$ cat src/rtl/overflow_counter_pkg.sv
// Shared defaults for the overflow-counter clock divider, plus a divide-ratio helper.
package overflow_counter_pkg;

  localparam int unsigned DEF_COUNT_WIDTH = 4;
  localparam longint      DEF_TERMINAL    = (longint'(1) << DEF_COUNT_WIDTH) - 1;

  // dividedClk period in clk cycles for a given terminal count.
  function automatic longint divide_ratio(input longint terminal);
    return 2 * (terminal + 1);
  endfunction

endpackage

$ cat src/rtl/overflow_counter_wrap_counter.sv
// Enable-gated wrap-around counter: counts 0..TERM and flags the edge on which it wraps.
module wrap_counter
  import overflow_counter_pkg::*;
#(
  parameter int unsigned              COUNT_WIDTH = DEF_COUNT_WIDTH,
  parameter logic [COUNT_WIDTH-1:0]   TERM        = '1
) (
  input  logic                   clk_i,
  input  logic                   rst_i,
  input  logic                   en_i,
  output logic [COUNT_WIDTH-1:0] count_o,
  output logic                   wrap_o
);

  logic [COUNT_WIDTH-1:0] count_q;
  logic [COUNT_WIDTH-1:0] count_d;
  logic                   at_term;

  always_comb begin
    at_term = (count_q == TERM);
    // A wrap coinciding with reset is discarded.
    wrap_o  = en_i & at_term & ~rst_i;
    count_d = count_q;
    if (en_i) begin
      count_d = at_term ? '0 : count_q + COUNT_WIDTH'(1);
    end
  end

  always_ff @(posedge clk_i) begin
    if (rst_i) begin
      count_q <= '0;
    end else begin
      count_q <= count_d;
    end
  end

  assign count_o = count_q;

endmodule

$ cat src/rtl/overflow_counter.sv
// Clock divider: toggles dividedClk and pulses overflow each time the wrap counter rolls over.
module overflow_counter
  import overflow_counter_pkg::*;
#(
  parameter int unsigned COUNT_WIDTH = DEF_COUNT_WIDTH,
  parameter longint      TERMINAL    = (longint'(1) << COUNT_WIDTH) - 1
) (
  input  logic                   clk,
  input  logic                   reset,
  input  logic                   enable,
  output logic                   dividedClk,
  output logic [COUNT_WIDTH-1:0] count,
  output logic                   overflow
);

  if (COUNT_WIDTH < 1 || COUNT_WIDTH > 32) begin : g_width_err
    $error("overflow_counter: COUNT_WIDTH must be in 1..32");
  end
  if (TERMINAL < 1 || TERMINAL > ((longint'(1) << COUNT_WIDTH) - 1)) begin : g_term_err
    $error("overflow_counter: TERMINAL must be in 1..2**COUNT_WIDTH-1");
  end

  localparam logic [COUNT_WIDTH-1:0] TERM_C = TERMINAL[COUNT_WIDTH-1:0];

  logic wrap;
  logic div_q, div_d;
  logic ovf_q, ovf_d;

  wrap_counter #(
    .COUNT_WIDTH (COUNT_WIDTH),
    .TERM        (TERM_C)
  ) u_wrap_counter (
    .clk_i   (clk),
    .rst_i   (reset),
    .en_i    (enable),
    .count_o (count),
    .wrap_o  (wrap)
  );

  always_comb begin
    div_d = div_q ^ wrap;
    ovf_d = wrap;
  end

  always_ff @(posedge clk) begin
    if (reset) begin
      div_q <= 1'b0;
      ovf_q <= 1'b0;
    end else begin
      div_q <= div_d;
      ovf_q <= ovf_d;
    end
  end

  assign dividedClk = div_q;
  assign overflow   = ovf_q;

endmodule

$ cat config.mk
export PLATFORM = sky130hd
export DESIGN_NAME = overflow_counter
export DESIGN_NICKNAME = d
export VERILOG_FILES = /design/src/rtl/overflow_counter_pkg.sv /design/src/rtl/overflow_counter_wrap_counter.sv /design/src/rtl/overflow_counter.sv
export SDC_FILE = /design/constraint.sdc
export NUM_CORES = 1
export LEC_CHECK = 0
export CORE_AREA = 2 2 39 41
export CTS_CLUSTER_SIZE = 14
export DETAILED_ROUTE_END_ITERATION = 16
export DIE_AREA = 0 0 41 43
export RECOVER_POWER = 100
export SETUP_SLACK_MARGIN = 0.15
export SLEW_MARGIN = 10
export SYNTH_ARGS = -nofsm -noshare
export SYNTH_HDL_FRONTEND = slang
export SYNTH_HIERARCHICAL = 1
export SYNTH_SLANG_ARGS = --single-unit
$ cat constraint.sdc
create_clock -name clk -period 1.6 [get_ports clk]
set_clock_uncertainty 0.15 [all_clocks]
set_input_delay 0.16 -clock clk [delete_from_list [all_inputs] [get_ports clk]]
set_output_delay 0.16 -clock clk [all_outputs]
set_load 0.005 [all_outputs]
* Yosys cells after proc, flatten, opt, wreduce, memory -nomap -nowiden *
Cells that the tools add are included.

cells by class
  $add $sub $neg = 1
  equality and inequality tests = 1
  mux-type cells = 1
  bitwise logic cells = 4

operators by type and width
  kind                   count
  $add A4 B1 Y4 const B  1
  $eq A4 B4 Y1 const B   1
  $mux W4                1
  $and A1 B1 Y1          2
  $not A1 Y1             1
  $xor A1 B1 Y1          1

word-level totals
  flip-flop bits (word level) = 6
  logic and storage cells = 10

* Logic depth before layout (Yosys ltp) *
  depth in word-level cells = 4
  depth in mapped cells = 5
  mapped depth without buffers = 5

* By module *
Netlist, hierarchy kept.

modules (own cells, without submodules)
  module            instances  cells each  area an instance (µm²)  sequential area each (µm²)
  wrap_counter      1          22          188.9                   80.1
  overflow_counter  1          5           58.8                    40.0

* Worst setup path after synthesis *
No wires, ideal clock.

  path kind = register to register
  start point = register u_wrap_counter.count_q[0], in the netlist u_wrap_counter/count_o[0]
  end point = register div_q, in the netlist dividedClk
  library setup time = 0.115 ns
  arrival time = 0.995 ns
  required time = 1.335 ns
  path slack = 0.340 ns
  cell stages (with the launch flop) = 6
  clock period less this slack = 1.260 ns
  cell sequence = dfxtp_1 ha_1 nand4_1 nor2_1 xnor2_1 nor2_1

on the way
  word-level cells in the longest chain between the ends = 4

ends and longest elaborated chain
  element                      RTL line                             RTL
  from (decl)                  overflow_counter_wrap_counter.sv:15  logic [COUNT_WIDTH-1:0] count_q;
  from (signal assigned)       overflow_counter_wrap_counter.sv:33  count_q <= count_d;
  $eq A4 B4 Y1                 overflow_counter_wrap_counter.sv:20  at_term = (count_q == TERM);
  $and A1 B1 Y1 (2 in series)  overflow_counter_wrap_counter.sv:22  wrap_o = en_i & at_term & ~rst_i;
  named net ovf_d              overflow_counter.sv:27               logic ovf_q, ovf_d;
  $xor A1 B1 Y1                overflow_counter.sv:41               div_d = div_q ^ wrap;
  to (signal assigned)         overflow_counter.sv:50               div_q <= div_d;
  to (decl)                    overflow_counter.sv:26               logic div_q, div_d;

The timed path passes the listed nets, and every way through them passes these cells.
A chain may end at the register's enable or synchronous reset.

* Worst setup path in the final report *
  start point = register u_wrap_counter.count_q[2], in the netlist u_wrap_counter/count_o[2]
  end point = output count[2]

RTL lines
  element    RTL line                RTL
  to (decl)  overflow_counter.sv:12  output logic [COUNT_WIDTH-1:0] count,

No word-level cell between the ends.

==> metrics.md <==
| Metric | Value |
|---|---|
| Setup violators final | 0 |
| Worst EP required | 1290 ps |
| Leak Pwr | 0.184 nW |
| Crit. Startpoint | u_wrap_counter/count_o[2]$_SDFFE_PP0P_ |
| Worst r2r src | u_wrap_counter/count_o[0]$_SDFFE_PP0P_ |
| Min-delay src | dividedClk$_SDFF_PP0_ |
| CORE AREA | 1380 um2 |
| Max_slew headroom | 87.9% |
| Commonest non-fill, non-tap cells in the layout | 5 x nor2_1, 4 x dfxtp_1, 3 x clkbuf_4, 3 x dlygate4sd3_1 |
| Critical Path Start Type | flop |
| Count of different cell masters after synthesis | 16 |
| Area share of the largest cell type after synthesis | 48.5% |
| First-pass GRT wire length | 738 um |
| Post-synth top area cell | dfxtp_1 |
| Ports | 9 |
| Vias/cell | 4.29 |
| Htree depth | 1 |
| Pin count of the biggest net entering global routing | 7 |
| Synth Net Count | 31 |
| RSZ-0062 raised after global routing | true |
| Root Buffer | clkbuf_4 |
| Grt total ovfl | 0 |
| Seq/Total Area, Yosys | 48.5% |
| Peak supply drop | 0.175 mV |
| Area Growth Syn to Fin | 57.6% |
| GRT Util Overall | 7.05% |
| Routability cong. | 0.704 |
| Starting DRC count in detailed routing | 4 |
| Fmax | 671 MHz |
| Later-pin clock latency in the skew report | 240 ps |
| Vias in the first global route | 177 |
| Layout Nets | 45 |
| Worst-path clk slew | 40 ps |
| Initial core utilization | 17.9% |
| Worst path bufs/invs | 1 |
| Fin. Hold Viols | 0 |
| Chip width | 41 um |
| CP Cell Sequence | dlygate4sd3_1 |
| Syn avg cell area | 9.18 um2 |
| Hold Path Class | flop to flop |
| PnR Total Power | 0.327 mW |
| CTS Buf Count | 3 |
| Flops & latches, synth | 6 |
| Share of cells above drive strength 1 | 17.9% |
| Crit end category | output pin |
| # Post-CTS Setup Buffers | 0 |
| Maxcap violations | 0 |
| CTS tree | yes |
| DR vias | 236 |
| Ys Warns | 6 |
| Crit-path slowest cell | dlygate4sd3_1 |
| Outcome | completed |
| Dpl hpwl | 364 um |
| Fin Setup TNS | 0 ps |
| Clock sinks | 6 |
| CP delay by family, top | buffers and inverters |
| Max Root-Sink Buffers | 2 |
| Dominant cells by area after synthesis | dfxtp_1 48%, nor2_1 7.6%, ha_1 5.1%, a21oi_1 4.0%, mux2i_1 4.0% |
| Inst Count DP | 52 |
| CP arrival | 1180 ps |
| Die Y-Extent | 43 um |
| Fin cells | 55 |
| Commonest non-fill, non-tap cell in the layout | nor2_1 |
| 1st-pass router iterations | 4 |
| Cell count after synthesis | 27 |
| Fin util | 28.2% |
| DRT antenna net count | 0 |
| # DRC | 0 |
| Number of core rows | 14 |
| IO buf count | 8 |
| Die ar. | 1760 um2 |
| Antenna fix cells | 0 |
| Pwr dens | 838 nW/um2 |
| Worst slew pin tran | 182 ps |
| Initial antenna violation count | 0 |
| Crit Path Max Fanout | 6 |
| Final min period | 1490 ps |
| Slew Limit Fails | 0 |
| Final Cycle Share | 93.1% |
| Critical Path Max Stage Delay | 580 ps |
| Drt wl/cell | 9.02 um |
| Final wirelength | 496 um |
| Type of the worst setup path | flop to output pin |
| Mapped cell area | 248 um2 |
==> power breakdown <==
part | internal (mW) | total, mW | leakage (nW) | switching [mW]
clock network | 0.0848 | 0.138 | 0.0138 | 0.0534
registers | 0.153 | 0.159 | 0.0499 | 0.00560
logic | 0.0186 | 0.0302 | 0.120 | 0.0116
==> state kept, by name, indices dropped and copies added (netlist names) <==
| name | count |
|---|---|
| overflow | 1 |
| dividedClk | 1 |
| u_wrap_counter/count_o | 4 |
==> synth_stat cells <==
| library cell | number |
|---|---|
| nand4_1 | 1 |
| xnor2_1 | 1 |
| a41oi_1 | 1 |
| a21oi_1 | 2 |
| nand2b_1 | 1 |
| ha_1 | 1 |
| nand2_1 | 1 |
| dfxtp_1 | 6 |
| nor2b_1 | 1 |
| xor2_1 | 1 |
| nor2_1 | 5 |
| clkbuf_2 | 1 |
| nor3_1 | 1 |
| mux2i_1 | 1 |
| nand3b_1 | 1 |
| nand3_1 | 2 |
==> path summary, 6_finish.rpt <==
check / endpoint / slack [ps] / cells after the start
setup / recovery: count[2] / 110 / 1
hold / removal: dividedClk$_SDFF_PP0_ / 370 / 2
setup reg to reg: dividedClk$_SDFF_PP0_ / 220 / 5
hold reg to reg: dividedClk$_SDFF_PP0_ / 370 / 2
==> metrics by stage <==
step                hold slack, ps  area, um2  worst slack (ps)
CTS                            356        385               146
floorplan                     79.1        248               340
global route                   395        390              72.2
detailed placement             359        358               248
global placement               345        358               268
finish                         368        390               110
==> timing repair <==
| action | 4_1_cts | 5_1_grt |
|---|---|---|
| resized for setup | 4 | 5 |
| endpoints found under the hold margin | 0 | 0 |
| setup endpoints to repair | 4 | 4 |
| hold buffers | 0 | 0 |
==> cell type report <==
type	count	area, um2
Multi-Input combinational cell	20	123
Timing Repair Buffer	10	100
Clock buffer	3	22.5
Tap cell	16	20.0
Fill cell	161	993
Sequential cell	6	125
==> cells by family (layout without fill, tap and decap cells) <==
| family | Yosys count | count (layout) | synth area share [%] |
|---|---|---|---|
| adder cells (fa/ha/maj) | 1 | 1 | 5.05 |
| buffers and inverters | 1 | 13 | 2.02 |
| flip-flops | 6 | 6 | 48.5 |
| AO/OA/AOI/OAI | 3 | 3 | 7.58 |
| XOR/XNOR | 2 | 2 | 7.07 |
| AND/OR/NAND/NOR | 13 | 13 | 25.8 |
| multiplexers | 1 | 1 | 4.04 |
==> layer usage <==
metal  wire (um)  up-vias  track usage, %
met5           0        -               0
met4           0        0            10.0
met3          18        0            3.14
met2         228        8            6.56
met1         250      111            9.09
li1            -      117               -
(Power assumes the default switching activity.)
